[src/rtl/cpu_host_pkg.sv]
// Shared constants for the host bridge: host opcodes, core cmd encodings and FSM states.
package cpu_host_pkg;

    localparam logic [7:0] OP_IWR  = 8'h01;
    localparam logic [7:0] OP_DWR  = 8'h03;
    localparam logic [7:0] OP_RRD  = 8'h10;
    localparam logic [7:0] OP_DRD  = 8'h12;
    localparam logic [7:0] OP_HOLD = 8'h20;
    localparam logic [7:0] OP_RUN  = 8'h21;

    localparam logic [1:0] CMD_RREG = 2'b00;
    localparam logic [1:0] CMD_IWR  = 2'b01;
    localparam logic [1:0] CMD_DRD  = 2'b10;
    localparam logic [1:0] CMD_DWR  = 2'b11;

    typedef enum logic [2:0] {
        ST_IDLE,
        ST_ADDR,
        ST_DATA,
        ST_EXEC,
        ST_WAIT,
        ST_RESP
    } state_t;

    function automatic logic [1:0] op_to_cmd(input logic [7:0] op);
        case (op)
            OP_IWR:  return CMD_IWR;
            OP_DWR:  return CMD_DWR;
            OP_DRD:  return CMD_DRD;
            default: return CMD_RREG;
        endcase
    endfunction

    function automatic logic op_is_write(input logic [7:0] op);
        return (op == OP_IWR) || (op == OP_DWR);
    endfunction

endpackage

[src/rtl/host_resp_serializer.sv]
// Response byte serializer: loads a 1- or 4-byte response and shifts it out LSB first
// over a valid/ready byte stream; done pulses on the handshake of the final byte.
module host_resp_serializer (
    input  logic        clk,
    input  logic        reset,
    input  logic        load,
    input  logic        load_wide,
    input  logic [31:0] load_data,
    output logic [7:0]  tx_data,
    output logic        tx_valid,
    input  logic        tx_ready,
    output logic        done
);

    logic [31:0] shift;
    logic [1:0]  left;

    assign tx_data = shift[7:0];
    assign done    = tx_valid && tx_ready && (left == 2'd0);

    always_ff @(posedge clk or negedge reset) begin
        if (!reset) begin
            shift    <= 32'h0;
            left     <= 2'd0;
            tx_valid <= 1'b0;
        end else if (load) begin
            shift    <= load_data;
            left     <= load_wide ? 2'd3 : 2'd0;
            tx_valid <= 1'b1;
        end else if (tx_valid && tx_ready) begin
            if (left == 2'd0) begin
                tx_valid <= 1'b0;
            end else begin
                shift <= {8'h00, shift[31:8]};
                left  <= left - 2'd1;
            end
        end
    end

endmodule

[src/rtl/cpu_host_bridge.sv]
// Host command sequencer driving the core's cmd/addr/data port from a framed byte stream.
// Optional inter-byte timeout is enabled by defining HOST_BRIDGE_TIMEOUT_EN.
module cpu_host_bridge #(
    parameter int          READ_LAT       = 2,
    parameter logic [7:0]  ACK_BYTE       = 8'hA5,
    parameter logic [7:0]  ERR_BYTE       = 8'hEE,
    parameter int          TIMEOUT_CYCLES = 65535
) (
    input  logic        clk,
    input  logic        reset,
    input  logic [7:0]  rx_data,
    input  logic        rx_valid,
    output logic        rx_ready,
    output logic [7:0]  tx_data,
    output logic        tx_valid,
    input  logic        tx_ready,
    output logic [1:0]  cpu_cmd,
    output logic [31:0] cpu_addr,
    output logic [31:0] cpu_data,
    input  logic [31:0] cpu_data_out,
    output logic        cpu_hold,
    output logic        busy
);
    import cpu_host_pkg::*;

    // state | meaning
    // IDLE  | waiting for opcode byte
    // ADDR  | collecting 4 address bytes, LSB first
    // DATA  | collecting 4 write-data bytes, LSB first
    // EXEC  | single cycle with the access cmd on the core port
    // WAIT  | read cmd held until core data is valid
    // RESP  | serializer draining ack/err/read data

    state_t      state, next_state;
    logic        ready_en;
    logic [7:0]  opcode;
    logic [1:0]  cnt;
    logic [7:0]  wcnt;
    logic        accept, abort, is_frame_op;
    logic        resp_load, resp_wide, resp_done;
    logic [31:0] resp_data;

    assign rx_ready    = ready_en && (state == ST_IDLE || state == ST_ADDR || state == ST_DATA);
    assign accept      = rx_valid && rx_ready;
    assign busy        = (state != ST_IDLE);
    assign is_frame_op = (rx_data == OP_IWR) || (rx_data == OP_DWR) ||
                         (rx_data == OP_RRD) || (rx_data == OP_DRD);

`ifdef HOST_BRIDGE_TIMEOUT_EN
    localparam int GAP_W = $clog2(TIMEOUT_CYCLES + 1);
    logic [GAP_W-1:0] gap;

    always_ff @(posedge clk or negedge reset) begin
        if (!reset)
            gap <= '0;
        else if ((state == ST_ADDR || state == ST_DATA) && !accept)
            gap <= gap + 1'b1;
        else
            gap <= '0;
    end

    assign abort = (state == ST_ADDR || state == ST_DATA) && (gap == GAP_W'(TIMEOUT_CYCLES));
`else
    assign abort = 1'b0;
`endif

    always_ff @(posedge clk or negedge reset) begin
        if (!reset) state <= ST_IDLE;
        else        state <= next_state;
    end

    always_comb begin
        next_state = state;
        cpu_cmd    = CMD_RREG;
        resp_load  = 1'b0;
        resp_wide  = 1'b0;
        resp_data  = {24'h0, ACK_BYTE};
        case (state)
            ST_IDLE: if (accept) begin
                if (rx_data == OP_HOLD || rx_data == OP_RUN) begin
                    resp_load  = 1'b1;
                    next_state = ST_RESP;
                end else if (is_frame_op) begin
                    next_state = ST_ADDR;
                end else begin
                    resp_load  = 1'b1;
                    resp_data  = {24'h0, ERR_BYTE};
                    next_state = ST_RESP;
                end
            end
            ST_ADDR, ST_DATA: if (accept) begin
                if (cnt == 2'd3)
                    next_state = (state == ST_ADDR && op_is_write(opcode)) ? ST_DATA : ST_EXEC;
            end else if (abort) begin
                resp_load  = 1'b1;
                resp_data  = {24'h0, ERR_BYTE};
                next_state = ST_RESP;
            end
            ST_EXEC: begin
                cpu_cmd = op_to_cmd(opcode);
                if (op_is_write(opcode)) begin
                    resp_load  = 1'b1;
                    next_state = ST_RESP;
                end else begin
                    next_state = ST_WAIT;
                end
            end
            ST_WAIT: begin
                cpu_cmd = op_to_cmd(opcode);
                if (wcnt == 8'(READ_LAT - 1)) begin
                    resp_load  = 1'b1;
                    resp_wide  = 1'b1;
                    resp_data  = cpu_data_out;
                    next_state = ST_RESP;
                end
            end
            ST_RESP: if (resp_done) next_state = ST_IDLE;
            default: next_state = ST_IDLE;
        endcase
    end

    // Address/data shift straight into the core-facing registers; they keep their value between frames.
    always_ff @(posedge clk or negedge reset) begin
        if (!reset) begin
            ready_en <= 1'b0;
            opcode   <= 8'h00;
            cnt      <= 2'd0;
            wcnt     <= 8'd0;
            cpu_addr <= 32'h0;
            cpu_data <= 32'h0;
            cpu_hold <= 1'b1;
        end else begin
            ready_en <= 1'b1;
            if (state == ST_IDLE && accept) begin
                opcode <= rx_data;
                cnt    <= 2'd0;
                if (rx_data == OP_HOLD) cpu_hold <= 1'b1;
                if (rx_data == OP_RUN)  cpu_hold <= 1'b0;
            end
            if (state == ST_ADDR && accept) begin
                cpu_addr[{cnt, 3'b000} +: 8] <= rx_data;
                cnt <= cnt + 2'd1;
            end
            if (state == ST_DATA && accept) begin
                cpu_data[{cnt, 3'b000} +: 8] <= rx_data;
                cnt <= cnt + 2'd1;
            end
            if (state == ST_EXEC)      wcnt <= 8'd0;
            else if (state == ST_WAIT) wcnt <= wcnt + 8'd1;
        end
    end

    host_resp_serializer u_resp (
        .clk       (clk),
        .reset     (reset),
        .load      (resp_load),
        .load_wide (resp_wide),
        .load_data (resp_data),
        .tx_data   (tx_data),
        .tx_valid  (tx_valid),
        .tx_ready  (tx_ready),
        .done      (resp_done)
    );

endmodule

[config.mk]
export PLATFORM = sky130hd
export DESIGN_NAME = cpu_host_bridge
export DESIGN_NICKNAME = d
export VERILOG_FILES = /design/src/rtl/cpu_host_pkg.sv /design/src/rtl/host_resp_serializer.sv /design/src/rtl/cpu_host_bridge.sv
export SDC_FILE = /design/constraint.sdc
export NUM_CORES = 1
export LEC_CHECK = 0
export ABC_CLOCK_PERIOD_IN_PS = 2400
export BUFFER_PORTS_ARGS = -buffer_cell sky130_fd_sc_hd__buf_2
export CAP_MARGIN = 25
export CELL_PAD_IN_SITES_DETAIL_PLACEMENT = 1
export CELL_PAD_IN_SITES_GLOBAL_PLACEMENT = 2
export CORE_MARGIN = 4
export CORE_UTILIZATION = 33
export DETAILED_ROUTE_END_ITERATION = 16
export PLACE_DENSITY_LB_ADDON = 0.1
export RECOVER_POWER = 50
export SLEW_MARGIN = 20
export SYNTH_ARGS = -nofsm -noshare
export SYNTH_HDL_FRONTEND = slang
export SYNTH_SLANG_ARGS = --single-unit
[constraint.sdc]
create_clock -name clk -period 2.4 [get_ports clk]
set_input_delay 0.48 -clock clk [delete_from_list [all_inputs] [get_ports clk]]
set_output_delay 0.48 -clock clk [all_outputs]
set_load 0.01 [all_outputs]
# Yosys cells after proc, flatten, opt, wreduce, memory -nomap -nowiden
# Cells that the tools add are included.
dict set report op_classes {
  addsub 4
  mul 0
  div_mod_pow 0
  n_lt_le_gt_ge 0
  n_eq_ne 22
  shift 2
  muxes 43
  n_bitwise 0
  reduce_logical 29
}
# op n
set op_table {}
lappend op_table {{$mux 32} 4}
lappend op_table {{$bwmux 32} 2}
lappend op_table {{$pmux 32 s2} 1}
lappend op_table {{$shift 8x7->32 const A} 1}
lappend op_table {{$shiftx 8x7->32} 1}
lappend op_table {{$eq 8x1->1 const B} 3}
lappend op_table {{$eq 8x5->1 const B} 3}
lappend op_table {{$mux 3} 7}
lappend op_table {{$mux 7} 3}
lappend op_table {{$eq 8x2->1 const B} 2}
lappend op_table {{$eq 8x6->1 const B} 2}
lappend op_table {{$mux 2} 8}
lappend op_table {{$mux 8} 2}
lappend op_table {{$pmux 3 s5} 1}
lappend op_table {{$mux 1} 13}
lappend op_table {{$ne 2x2->1 const B} 6}
lappend op_table {{$add 8x1->8 const B} 1}
lappend op_table {{$logic_and 1x1->1} 8}
lappend op_table {{$reduce_bool 2->1} 4}
lappend op_table {{$logic_or 1x1->1} 7}
lappend op_table {{$neg 5->7} 1}
lappend op_table {{$eq 3x2->1 const B} 2}
lappend op_table {{$eq 3x3->1 const B} 2}
lappend op_table {{$pmux 2 s3} 1}
lappend op_table {{11 further kinds} 15}
dict set report totals {
  reg_bits 122
  latchBits 0
  ramBits 0
  rom_bits 0
  input_bits 44
  output_inout_bits 78
  wordCells 111
  n_memories 0
}

# Longest topological paths before layout
# Gate-level depths: netlist (run 1).
dict set report depth {
  ltp_word 10
  ltp_mapped 8
  mapped_depth_nobuf 7
}

# Modules after synthesis
# From an unflattened synthesis (run 1), not the netlist that was laid out.
dict set report unflattened {
  cells_unflattened 541
  hier_area_um2 5813.1
}
# module n_inst cells_each area_each_um2 seq_area_each_um2
set by_module_without_submodules {}
lappend by_module_without_submodules {cpu_host_bridge 1 353 4132.7 2178.3}
lappend by_module_without_submodules {host_resp_serializer 1 188 1680.4 875.8}

# Worst setup path after synthesis (run 1)
# No wires, ideal clock.
dict set report synth_path {
  kind {input to register}
  startpoint {in rx_data[3]}
  endpoint {reg u_resp.left[0]}
  setup_time_ps 121
  t_arrival_ps 1864
  required_time_ps 2279
  slack_ps 415
  stages 6
  path_buffers 1
  path_cell_list {or4_4 o311ai_4 o211a_4 and2_4 buf_6 a21oi_1}
}
dict set report synth_between {
  elab_chain_cells 10
  elab_cells_between_ends 18
  classes_between {7 x eq/ne; 5 x mux; 6 x reduce/logical}
}
# element line_no
set synth_rtl {}
lappend synth_rtl {{start: declaration} cpu_host_bridge.sv:11} ;# input logic [7:0] rx_data,
lappend synth_rtl {{$eq 8x1->1 / $eq 8x2->1 (equally long branches)} cpu_host_bridge.sv:46} ;# assign is_frame_op = (rx_data == OP_IWR) || (rx_data == OP_DWR) ||
lappend synth_rtl {{$logic_or 1x1->1 (2 in a row)} cpu_host_bridge.sv:46}
lappend synth_rtl {{$logic_or 1x1->1} cpu_host_bridge.sv:47} ;# (rx_data == OP_RRD) || (rx_data == OP_DRD);
lappend synth_rtl {{$mux 1} cpu_host_bridge.sv:83} ;# end else if (is_frame_op) begin
lappend synth_rtl {{$mux 1 *} cpu_host_bridge.sv:80} ;# if (rx_data == OP_HOLD || rx_data == OP_RUN) begin
lappend synth_rtl {{$mux 1 *} cpu_host_bridge.sv:79} ;# ST_IDLE: if (accept) begin
lappend synth_rtl {{$pmux 1 s3 *} cpu_host_bridge.sv:78} ;# case (state)
lappend synth_rtl {{$ne 2x2->1 (no line) / $reduce_bool 2->1 (equally long branches)} -}
lappend synth_rtl {{$reduce_and 2->1 (no line)} -}
lappend synth_rtl {{end signal: assignment} host_resp_serializer.sv:28} ;# left <= load_wide ? 2'd3 : 2'd0;
lappend synth_rtl {{end signal: assignment} host_resp_serializer.sv:35} ;# left <= left - 2'd1;
lappend synth_rtl {{end: declaration} host_resp_serializer.sv:16} ;# logic [1:0] left;
# Mark *: on every way between the ends. The rest lies on a longest branch, timed or not.
# A chain may end at the register's enable or synchronous reset.

# Worst setup path after layout (run 1)
dict set report layout_path {
  startpoint {reg state[2]}
  endpoint {out cpu_cmd[1]}
}
dict set report layout_between {
  elab_chain_cells 3
  elab_cells_between_ends 4
  classes_between {2 x eq/ne; 1 x mux; 1 x reduce/logical}
}
# element line_no
set layout_rtl {}
lappend layout_rtl {{start: declaration} cpu_host_bridge.sv:34} ;# state_t state, next_state;
lappend layout_rtl {{start signal: assignment} cpu_host_bridge.sv:69} ;# else state <= next_state;
lappend layout_rtl {{$eq 3x2->1 / $eq 3x3->1 (equally long branches)} cpu_host_bridge.sv:78}
lappend layout_rtl {{$reduce_or 2->1 (no line) *} -}
lappend layout_rtl {{$mux 2 *} -}
lappend layout_rtl {{end: declaration} cpu_host_bridge.sv:17} ;# output logic [1:0] cpu_cmd,
# Marks and branches as above.

==> results.json, run 1 <==
{
  "place_hpwl_um": 11700,
  "max-vdd-ir-drop_mv": 0.521,
  "drt_iter0_markers": 126,
  "ctsHoldBuffers": 0,
  "total_power_uw": 7770,
  "max_freq_mhz": 446,
  "synthAdderAreaFrac_pct": 1.88,
  "outcome": "finished, violations left",
  "slew_headroom_pct": -26.4,
  "htreeDepth": 4,
  "cts_num_sinks": 122,
  "rows": 46,
  "finalMaxSlewViolations": 33,
  "syn_nets": 614,
  "final_common_cell": "nand2_1",
  "synth-compound-area-share_pct": 16.3,
  "r2r_slack_ps": 390,
  "ys_seq_elements": 122,
  "drc": 0,
  "yosys.area_share.simple_pct": 18.1,
  "syn_inst": 562,
  "yosysTopAreaCell": "dfrtp_1",
  "critPathCapture": "cpu_cmd[1]",
  "post_drt_wl_per_cell_um": 17.5,
  "fin_skew_ps": 7.98,
  "synth_top_area_share_pct": 56.8,
  "setup_tns_ps": 0,
  "syn2layout_area_growth_pct": 28.9,
  "grt_overflow": 0,
  "clock_path_buffers": 2,
  "start_util_pct": 33.6,
  "fin_area_um2": 6880,
  "synth_top_family_by_area": "simple AND/OR/NAND/NOR gates",
  "maxCapViolCount": 1,
  "synth_area_um2": 5330,
  "vias_per_cell": 4.86,
  "root_buffer": "clkbuf_16",
  "cts_inserted_buffers": 17,
  "die_h_um": 135,
  "critical_path.reg2reg.endpoint": "u_resp.shift[28]",
  "power_density_nw_per_um2": 1130,
  "finalHoldViolations": 0,
  "reg2reg_from": "wcnt[1]",
  "startpoint": "state[2]",
  "avgSynthCellArea_um2": 9.49,
  "n_antenna_cell": 0,
  "worstSetupPathType": "reg2out",
  "cts.clk_slew.worst_paths_ps": 60,
  "start_kind": "register",
  "tightest_slew_ps": 1900,
  "p_leak_uw": 0.00319,
  "rsz0062_at_grt": "no",
  "finalSetupViolCount": 0,
  "antenna_found_initial": 0,
  "reg2regPathDepth": 8,
  "ant_nets": 0,
  "first_pass_iters": 4,
  "cts_tree": "yes",
  "gp_congestion": 0.786,
  "drive_gt1_share_pct": 24.1,
  "ys.flop_type": "dfrtp_1",
  "grt_pass1_wl_um": 26300,
  "fin_crit_sh_pct": 93.3,
  "first_global_vias": 4948,
  "regArea_um2": 3060,
  "n_fill_cell": 1895,
  "dieArea_um2": 18300,
  "vias": 4498,
  "layout_common_cells": "147 x nand2_1, 118 x dfrtp_1, 90 x buf_2",
  "clk_latency_ps": 420,
  "violations": "max-capacitance violations, max-slew violations",
  "ys_warn_count": 0,
  "grt_usage_pct": 18.5,
  "multiInputGateArea_um2": 2100,
  "netlist-cell-type-count": 53,
  "seq_area_frac_synth_pct": 57.3,
  "worstPathMaxFanout": 9,
  "fp.dieW_um": 135,
  "synth_xor_area_share_pct": 0.657,
  "io_pins": 122,
  "required_ps": 1920,
  "fp.coreArea_um2": 15900,
  "endpoint_kind": "output pin",
  "wl_um": 16200,
  "dpl_cell_area_um2": 6280,
  "io_buffers": 121,
  "fin_crit_ps": 2240,
  "num-nets-final": 748,
  "arrival_ps": 1760,
  "synthArstFlopShare_pct": 100,
  "hold_class": "in2reg",
  "grt_max_degree": 54,
  "yosys-top-cells-area": "dfrtp_1 57%, nand2_1 10%, o21ai_0 8.3%",
  "synth-edff-count": 0,
  "muxShareOfSynthArea_pct": 2.06
}
[cells in the mapped netlist (all sizes together), types with 2 or more instances]
master	n
a21boi	3
nor3b	4
o2bb2ai	3
nand2b	2
inv	7
clkbuf	22
nor3	5
or4	2
a22o	8
ha	8
nand2	147
o211a	2
a21oi	28
a31oi	3
and2	2
a211oi	2
dfrtp	121
nand3	7
mux2i	2
mux2	8
buf	11
nor2	41
xor2	3
o21ai	91
and3	2
nand4	5
or2	2
nor2b	2
[worst min-delay path by stage]
stage	depth (start not counted)	slack, ps	end	from
6_report	2	290	u_resp.shift[26]	cpu_data_out[26]
5_1_grt	2	270	u_resp.shift[26]	cpu_data_out[26]
4_1_cts	1	20	cpu_data[29]	reset
3_5_place_dp	1	470	cpu_data[29]	reset
3_3_place_gp	1	460	cpu_data[29]	reset
2_1_floorplan	0	180	cnt[0]	reset
[layer usage]
metal	up-vias	GRT usage (%)	wire (um)
li1	2178	-	-
met4	0	7.00	379
met2	95	29.2	7550
met1	2195	24.5	7520
met3	30	4.90	725
met5	-	0	0
[worst max-delay path, stage by stage (launching register included)]
cell and delay (ps):
dfrtp_2 450, buf_4 180, nor2_2 150, nor2_2 90, nor4bb_1 290, buf_2 190
[layout make-up]
type / instances / share of cell area [%]
inverters: 7 / 0.382
clock buffers: 17 / 6.19
well taps: 216 / 3.93
clock inverters: 15 / 2.78
flip-flops and latches: 122 / 44.5
repair buffers: 148 / 11.7
multi-input cells: 400 / 30.5
[through the flow]
stage / worst slack, ps / std cells / utilization (%) / hold WS [ps]
after floorplan: 415 / 562 / - / 184
after global placement: 102 / 890 / 39.5 / 456
after detailed placement: 39.0 / 890 / 39.5 / 465
after CTS: 22.4 / 922 / 43.4 / 18.5
after global routing: 25.7 / 925 / 43.3 / 270
final: 160 / 925 / 43.3 / 286
[kinds of logic after synthesis]
| kind of cell | after synthesis |
|---|---|
| buffers and inverters | 40 |
| AND/OR/NAND/NOR | 228 |
| adder cells (fa/ha/maj) | 8 |
| XOR/XNOR | 4 |
| other | 1 |
| AO/OA/AOI/OAI | 149 |
| flip-flops | 122 |
| multiplexers | 10 |
[flip-flops by register name, summed over array words and instances, names as in the netlist]
name             flops
cpu_addr            32
cpu_data            32
u_resp.shift        32
opcode               8
wcnt                 8
state                3
cnt                  2
u_resp.left          2
cpu_hold             1
ready_en             1
u_resp.tx_valid      1
[what timing repair did]
action,CTS,global route
buffers inserted,0,3
endpoints found under the setup margin,1,1
pin swaps,0,1
hold endpoints to repair,0,0
resized for setup,1,5
[report_power, final]
part	leakage [uW]	total [uW]	internal [uW]	switching [uW]
Clock	0.000297	2660	1660	1010
Combinational	0.00129	2110	842	1270
Sequential	0.00160	3000	2620	376
Total	0.00319	7770	5120	2650
(Power assumes the default switching activity.)
==> run 2: changes to the inputs <==
--- a/config.mk
+++ b/config.mk
@@ -6,13 +6,13 @@
 export NUM_CORES = 1
 export LEC_CHECK = 0
 export ABC_CLOCK_PERIOD_IN_PS = 2400
-export BUFFER_PORTS_ARGS = -buffer_cell sky130_fd_sc_hd__buf_2
 export CAP_MARGIN = 25
 export CELL_PAD_IN_SITES_DETAIL_PLACEMENT = 1
 export CELL_PAD_IN_SITES_GLOBAL_PLACEMENT = 2
 export CORE_MARGIN = 4
-export CORE_UTILIZATION = 33
+export CORE_UTILIZATION = 38
 export DETAILED_ROUTE_END_ITERATION = 16
+export DONT_BUFFER_PORTS = 1
 export PLACE_DENSITY_LB_ADDON = 0.1
 export RECOVER_POWER = 50
 export SLEW_MARGIN = 20
==> results.json, run 2 (synthesis results as in run 1) <==
{
  "outcome": "finished, violations left",
  "violations": "negative hold slack",
  "start_util_pct": 38.6,
  "reg2reg_from": "wcnt[1]",
  "layout_common_cells": "147 x nand2_1, 118 x dfrtp_1, 88 x o21ai_0",
  "power_density_nw_per_um2": 1170,
  "whs_ps": -247,
  "drt_iter0_markers": 250,
  "die_h_um": 126,
  "gp_congestion": 0.756,
  "total_power_uw": 7140,
  "power_frac_seq_pct": 44.7,
  "slew_headroom_pct": 66.4,
  "reg2regPathDepth": 8,
  "grt_max_degree": 123,
  "hold_class": "in2async",
  "grt_overflow": 0,
  "rows": 43,
  "finalHoldViolations": 122,
  "finalCoreUtilization_pct": 44.1,
  "drc": 0,
  "ant_nets": 0,
  "io_buffers": 0,
  "power_frac_comb_pct": 21.6,
  "maxCapViolCount": 0,
  "endpoint_kind": "output pin",
  "setup_tns_ps": 0,
  "cts_num_sinks": 122,
  "swShare_pct": 33.3,
  "p_leak_uw": 0.00265,
  "fp.dieW_um": 126,
  "start_kind": "register",
  "finalSetupViolCount": 0,
  "clk_latency_ps": 420,
  "worstPathMaxFanout": 16,
  "syn2layout_area_growth_pct": 14.3,
  "grt_usage_pct": 18.7,
  "grt_pass1_wl_um": 23600,
  "n_antenna_cell": 0,
  "reg_top3": "cpu_addr: 32 flops, cpu_data: 32 flops, u_resp.shift: 32 flops",
  "post_drt_wl_per_cell_um": 19.2,
  "htreeDepth": 4,
  "fp.coreArea_um2": 13800,
  "root_buffer": "clkbuf_16",
  "drive_gt1_share_pct": 11.3,
  "cts_tree": "yes",
  "fin_skew_ps": 17.7,
  "vias": 4047,
  "dieArea_um2": 16000,
  "clkPwrFrac_pct": 33.7,
  "first_global_vias": 4241,
  "required_ps": 1920,
  "wl_um": 14500,
  "worstSetupPathType": "reg2out",
  "first_pass_iters": 4,
  "max_freq_mhz": 438,
  "n_fill_cell": 1556,
  "vias_per_cell": 5.37,
  "switchingPower_uw": 2380,
  "io_pins": 122,
  "tightest_slew_ps": 503,
  "p_int_uw": 4760,
  "max-vdd-ir-drop_mv": 0.623,
  "startpoint": "state[2]",
  "arrival_ps": 1800,
  "final_common_cell": "nand2_1",
  "finalMaxSlewViolations": 0,
  "antenna_found_initial": 0,
  "num-nets-final": 617,
  "cts_inserted_buffers": 17,
  "fin_crit_sh_pct": 95.1,
  "fin_crit_ps": 2280,
  "clock_path_buffers": 2,
  "rsz0062_at_grt": "no",
  "cts.clk_slew.worst_paths_ps": 60,
  "postCtsSetupRepairBufs": 0,
  "place_hpwl_um": 9950
}
==> run 2: cell count changes in the layout (fill, tap and decap cells not counted), sizes merged <==
cell | previous run | this run
bufinv | 3 | 1
buf | 116 | 17
clkbuf | 49 | 22
clkinv | 5 | 3
inv | 12 | 7
==> run 2: final timing paths <==
check                                    to  slack, ps
max in group asynchronous          cpu_hold       2430
max                              cpu_cmd[1]        120
max reg2reg                u_resp.shift[24]        360
min reg2reg                       opcode[2]        480
min                            cpu_addr[26]       -250
min in group clk                   cpu_hold        120
==> run 2: worst max-delay path: stages (launching register included) <==
cell      delay [ps]
dfrtp_2          500
nor3b_2          240
nor2_1           100
nor4bb_1         280
buf_4            170
buf_4            110
==> run 2: metrics by stage <==
| step | setup slack [ps] | hold WS [ps] | cells | area [um^2] |
|---|---|---|---|---|
| 3_3_place_gp | 150 | 187 | 726 | 5540 |
| 5_1_grt | 6.89 | -267 | 754 | 6100 |
| 3_5_place_dp | 108 | 187 | 726 | 5540 |
| 6_report | 117 | -247 | 754 | 6100 |
| 2_1_floorplan | 415 | 184 | 562 | 5330 |
| 4_1_cts | 25.3 | -255 | 754 | 6090 |
==> run 2: metal layers <==
layer	share of wire, %	up-vias	wire (um)	global-route usage [%]
li1	-	1921	-	-
met1	46	2019	6620	25.4
met2	46	90	6690	28.0
met3	7.2	17	1050	7.66
met4	1.0	0	148	4.79
met5	0	-	0	0
==> run 2: layout make-up <==
type / instances / area, um^2 / area share (%)
Tap cell: 180 / 225 / 3.69
Multi-Input combinational cell: 400 / 2090 / 34.4
Clock inverter: 6 / 67.6 / 1.11
Inverter: 7 / 26.3 / 0.431
Sequential cell: 122 / 3060 / 50.2
Timing Repair Buffer: 17 / 140 / 2.30
Clock buffer: 22 / 484 / 7.94
==> run 2: power by group through the flow <==
stage | logic (uW) | registers (uW) | clock network [uW]
global placement | 1480 | 3220 | 0
floorplan | 1290 | 3020 | 0
global route | 1790 | 3270 | 2560
finish | 1540 | 3190 | 2410
CTS | 1560 | 3200 | 2450
detailed placement | 1550 | 3230 | 0
==> run 2: repair_timing <==
item | CTS | global route
endpoints found under the setup margin | 1 | 1
gates resized for setup | 1 | 3
gates cloned | 0 | 0
hold endpoints to repair | 122 | 122
pin swaps | 0 | 0
==> run 3: changes to the inputs <==
--- a/config.mk
+++ b/config.mk
@@ -5,12 +5,12 @@
 export SDC_FILE = /design/constraint.sdc
 export NUM_CORES = 1
 export LEC_CHECK = 0
-export ABC_CLOCK_PERIOD_IN_PS = 2400
+export ABC_CLOCK_PERIOD_IN_PS = 2700
 export CAP_MARGIN = 25
 export CELL_PAD_IN_SITES_DETAIL_PLACEMENT = 1
 export CELL_PAD_IN_SITES_GLOBAL_PLACEMENT = 2
 export CORE_MARGIN = 4
-export CORE_UTILIZATION = 38
+export CORE_UTILIZATION = 41
 export DETAILED_ROUTE_END_ITERATION = 16
 export DONT_BUFFER_PORTS = 1
 export PLACE_DENSITY_LB_ADDON = 0.1
==> constraint.sdc (replaced) <==
create_clock -name clk -period 2.7 [get_ports clk]
set_input_delay 0.54 -clock clk [delete_from_list [all_inputs] [get_ports clk]]
set_output_delay 0.54 -clock clk [all_outputs]
set_load 0.01 [all_outputs]
==> results.json, run 3 (synthesis results as in run 1) <==
{
  "cts.clk_slew.worst_paths_ps": 50,
  "ant_nets": 0,
  "r2r_slack_ps": 600,
  "gp_congestion": 0.757,
  "drive_gt1_share_pct": 10.6,
  "worstPathMaxFanout": 14,
  "num-nets-final": 613,
  "max-vdd-ir-drop_mv": 0.463,
  "fin_skew_ps": 5.63,
  "fin_ws_ps": 192,
  "htreeDepth": 4,
  "start_kind": "register",
  "cts_tree": "yes",
  "cts_num_sinks": 122,
  "startpoint": "state[0]",
  "p_leak_uw": 0.00264,
  "p_int_uw": 4230,
  "arrival_ps": 1970,
  "dieArea_um2": 14900,
  "worstSetupPathType": "reg2out",
  "grt_usage_pct": 20.8,
  "finalMaxSlewViolations": 0,
  "cts_inserted_buffers": 17,
  "multiInputGateArea_um2": 2100,
  "power_frac_seq_pct": 45.0,
  "start_util_pct": 42.1,
  "setup_tns_ps": 0,
  "clk_latency_ps": 420,
  "power_density_nw_per_um2": 1040,
  "max_freq_mhz": 399,
  "whs_ps": -181,
  "io_pins": 122,
  "maxCapViolCount": 0,
  "regArea_um2": 3060,
  "endpoint_kind": "output pin",
  "slew_headroom_pct": 63.6,
  "violations": "negative hold slack",
  "fin_crit_sh_pct": 92.9,
  "grt_overflow": 0,
  "reg2reg_from": "cnt[0]",
  "post_drt_wl_per_cell_um": 19.3,
  "place_hpwl_um": 9810,
  "critical_path.reg2reg.endpoint": "cpu_addr[29]",
  "fp.dieW_um": 122,
  "antenna_found_initial": 0,
  "finalHoldViolations": 121,
  "drt_iter0_markers": 172,
  "grt_max_degree": 123,
  "root_buffer": "clkbuf_16",
  "finalSetupViolCount": 0,
  "dp_slack_ps": 348,
  "wl_um": 14400,
  "reg_top3": "cpu_addr: 32 flops, cpu_data: 32 flops, u_resp.shift: 32 flops",
  "fin_crit_ps": 2510,
  "outcome": "finished, violations left",
  "layout_common_cells": "147 x nand2_1, 119 x dfrtp_1, 88 x o21ai_0",
  "n_antenna_cell": 0,
  "io_buffers": 0,
  "syn2layout_area_growth_pct": 13.4,
  "rows": 41,
  "rsz0062_at_grt": "no",
  "vias_per_cell": 5.44,
  "grt_pass1_wl_um": 23700,
  "drc": 0,
  "switchingPower_uw": 2090,
  "first_global_vias": 4347,
  "critPathCapture": "cpu_cmd[1]",
  "swShare_pct": 33.1,
  "die_h_um": 122,
  "final_common_cell": "nand2_1",
  "first_pass_iters": 4,
  "tightest_slew_ps": 542,
  "fp.coreArea_um2": 12700,
  "required_ps": 2160,
  "clock_path_buffers": 2,
  "vias": 4051,
  "clkPwrFrac_pct": 33.8,
  "total_power_uw": 6320,
  "power_frac_comb_pct": 21.2,
  "reg2regPathDepth": 6,
  "n_fill_cell": 1449,
  "hold_class": "in2async"
}
==> run 3: critical path, stage by stage (launching register included) <==
cell      delay [ps]
dfrtp_1          530
nor3b_1          260
buf_4            170
nor2_1           100
nor4bb_1         300
buf_4            180
==> run 3: final cells by class <==
type,instances,share of cell area [%]
multi-input combinational,400,34.6
inverter,7,0.434
tap,172,3.56
timing repair buffer,13,1.61
sequential,122,50.5
clock inverter,7,1.10
clock buffer,24,8.13
==> run 3: power by group through the flow <==
stage	clock network (uW)	registers, uW	logic (uW)
2_1_floorplan	0	2680	1140
3_3_place_gp	0	2870	1270
3_5_place_dp	0	2880	1340
4_1_cts	2180	2850	1360
5_1_grt	2270	2910	1570
6_report	2130	2840	1340
==> run 3: how the worst min path moves through the flow <==
stage,from,endpoint,depth (start not counted)
after global routing,reset,cpu_data[29],0
after floorplan,reset,cnt[0],0
after CTS,reset,cpu_data[4],0
after detailed placement,reset,cpu_data[29],0
final,reset,cpu_data[29],0
after global placement,reset,cpu_data[30],0
==> run 3: metal layers <==
metal	vias to the layer above	global-route usage, %	wire length (um)
met1	2030	27.6	6460
met3	11	7.66	985
met4	0	6.93	140
li1	1916	-	-
met5	-	0	0
met2	94	31.7	6790
==> run 3: timing repair <==
item / in CTS / in global routing
setup buffers: 0 / 0
endpoints found under the hold margin: 122 / 122
setup endpoints to repair: 0 / 1
gates resized for setup: 0 / 2
==> run 3: through the flow <==
stage	utilization (%)	hold WS, ps	area, um^2	cells
4_1_cts	47.7	-200	6050	745
6_report	47.7	-181	6050	745
3_3_place_gp	43.3	248	5490	714
2_1_floorplan	-	244	5330	562
5_1_grt	47.7	-207	6050	745
3_5_place_dp	43.3	247	5490	714
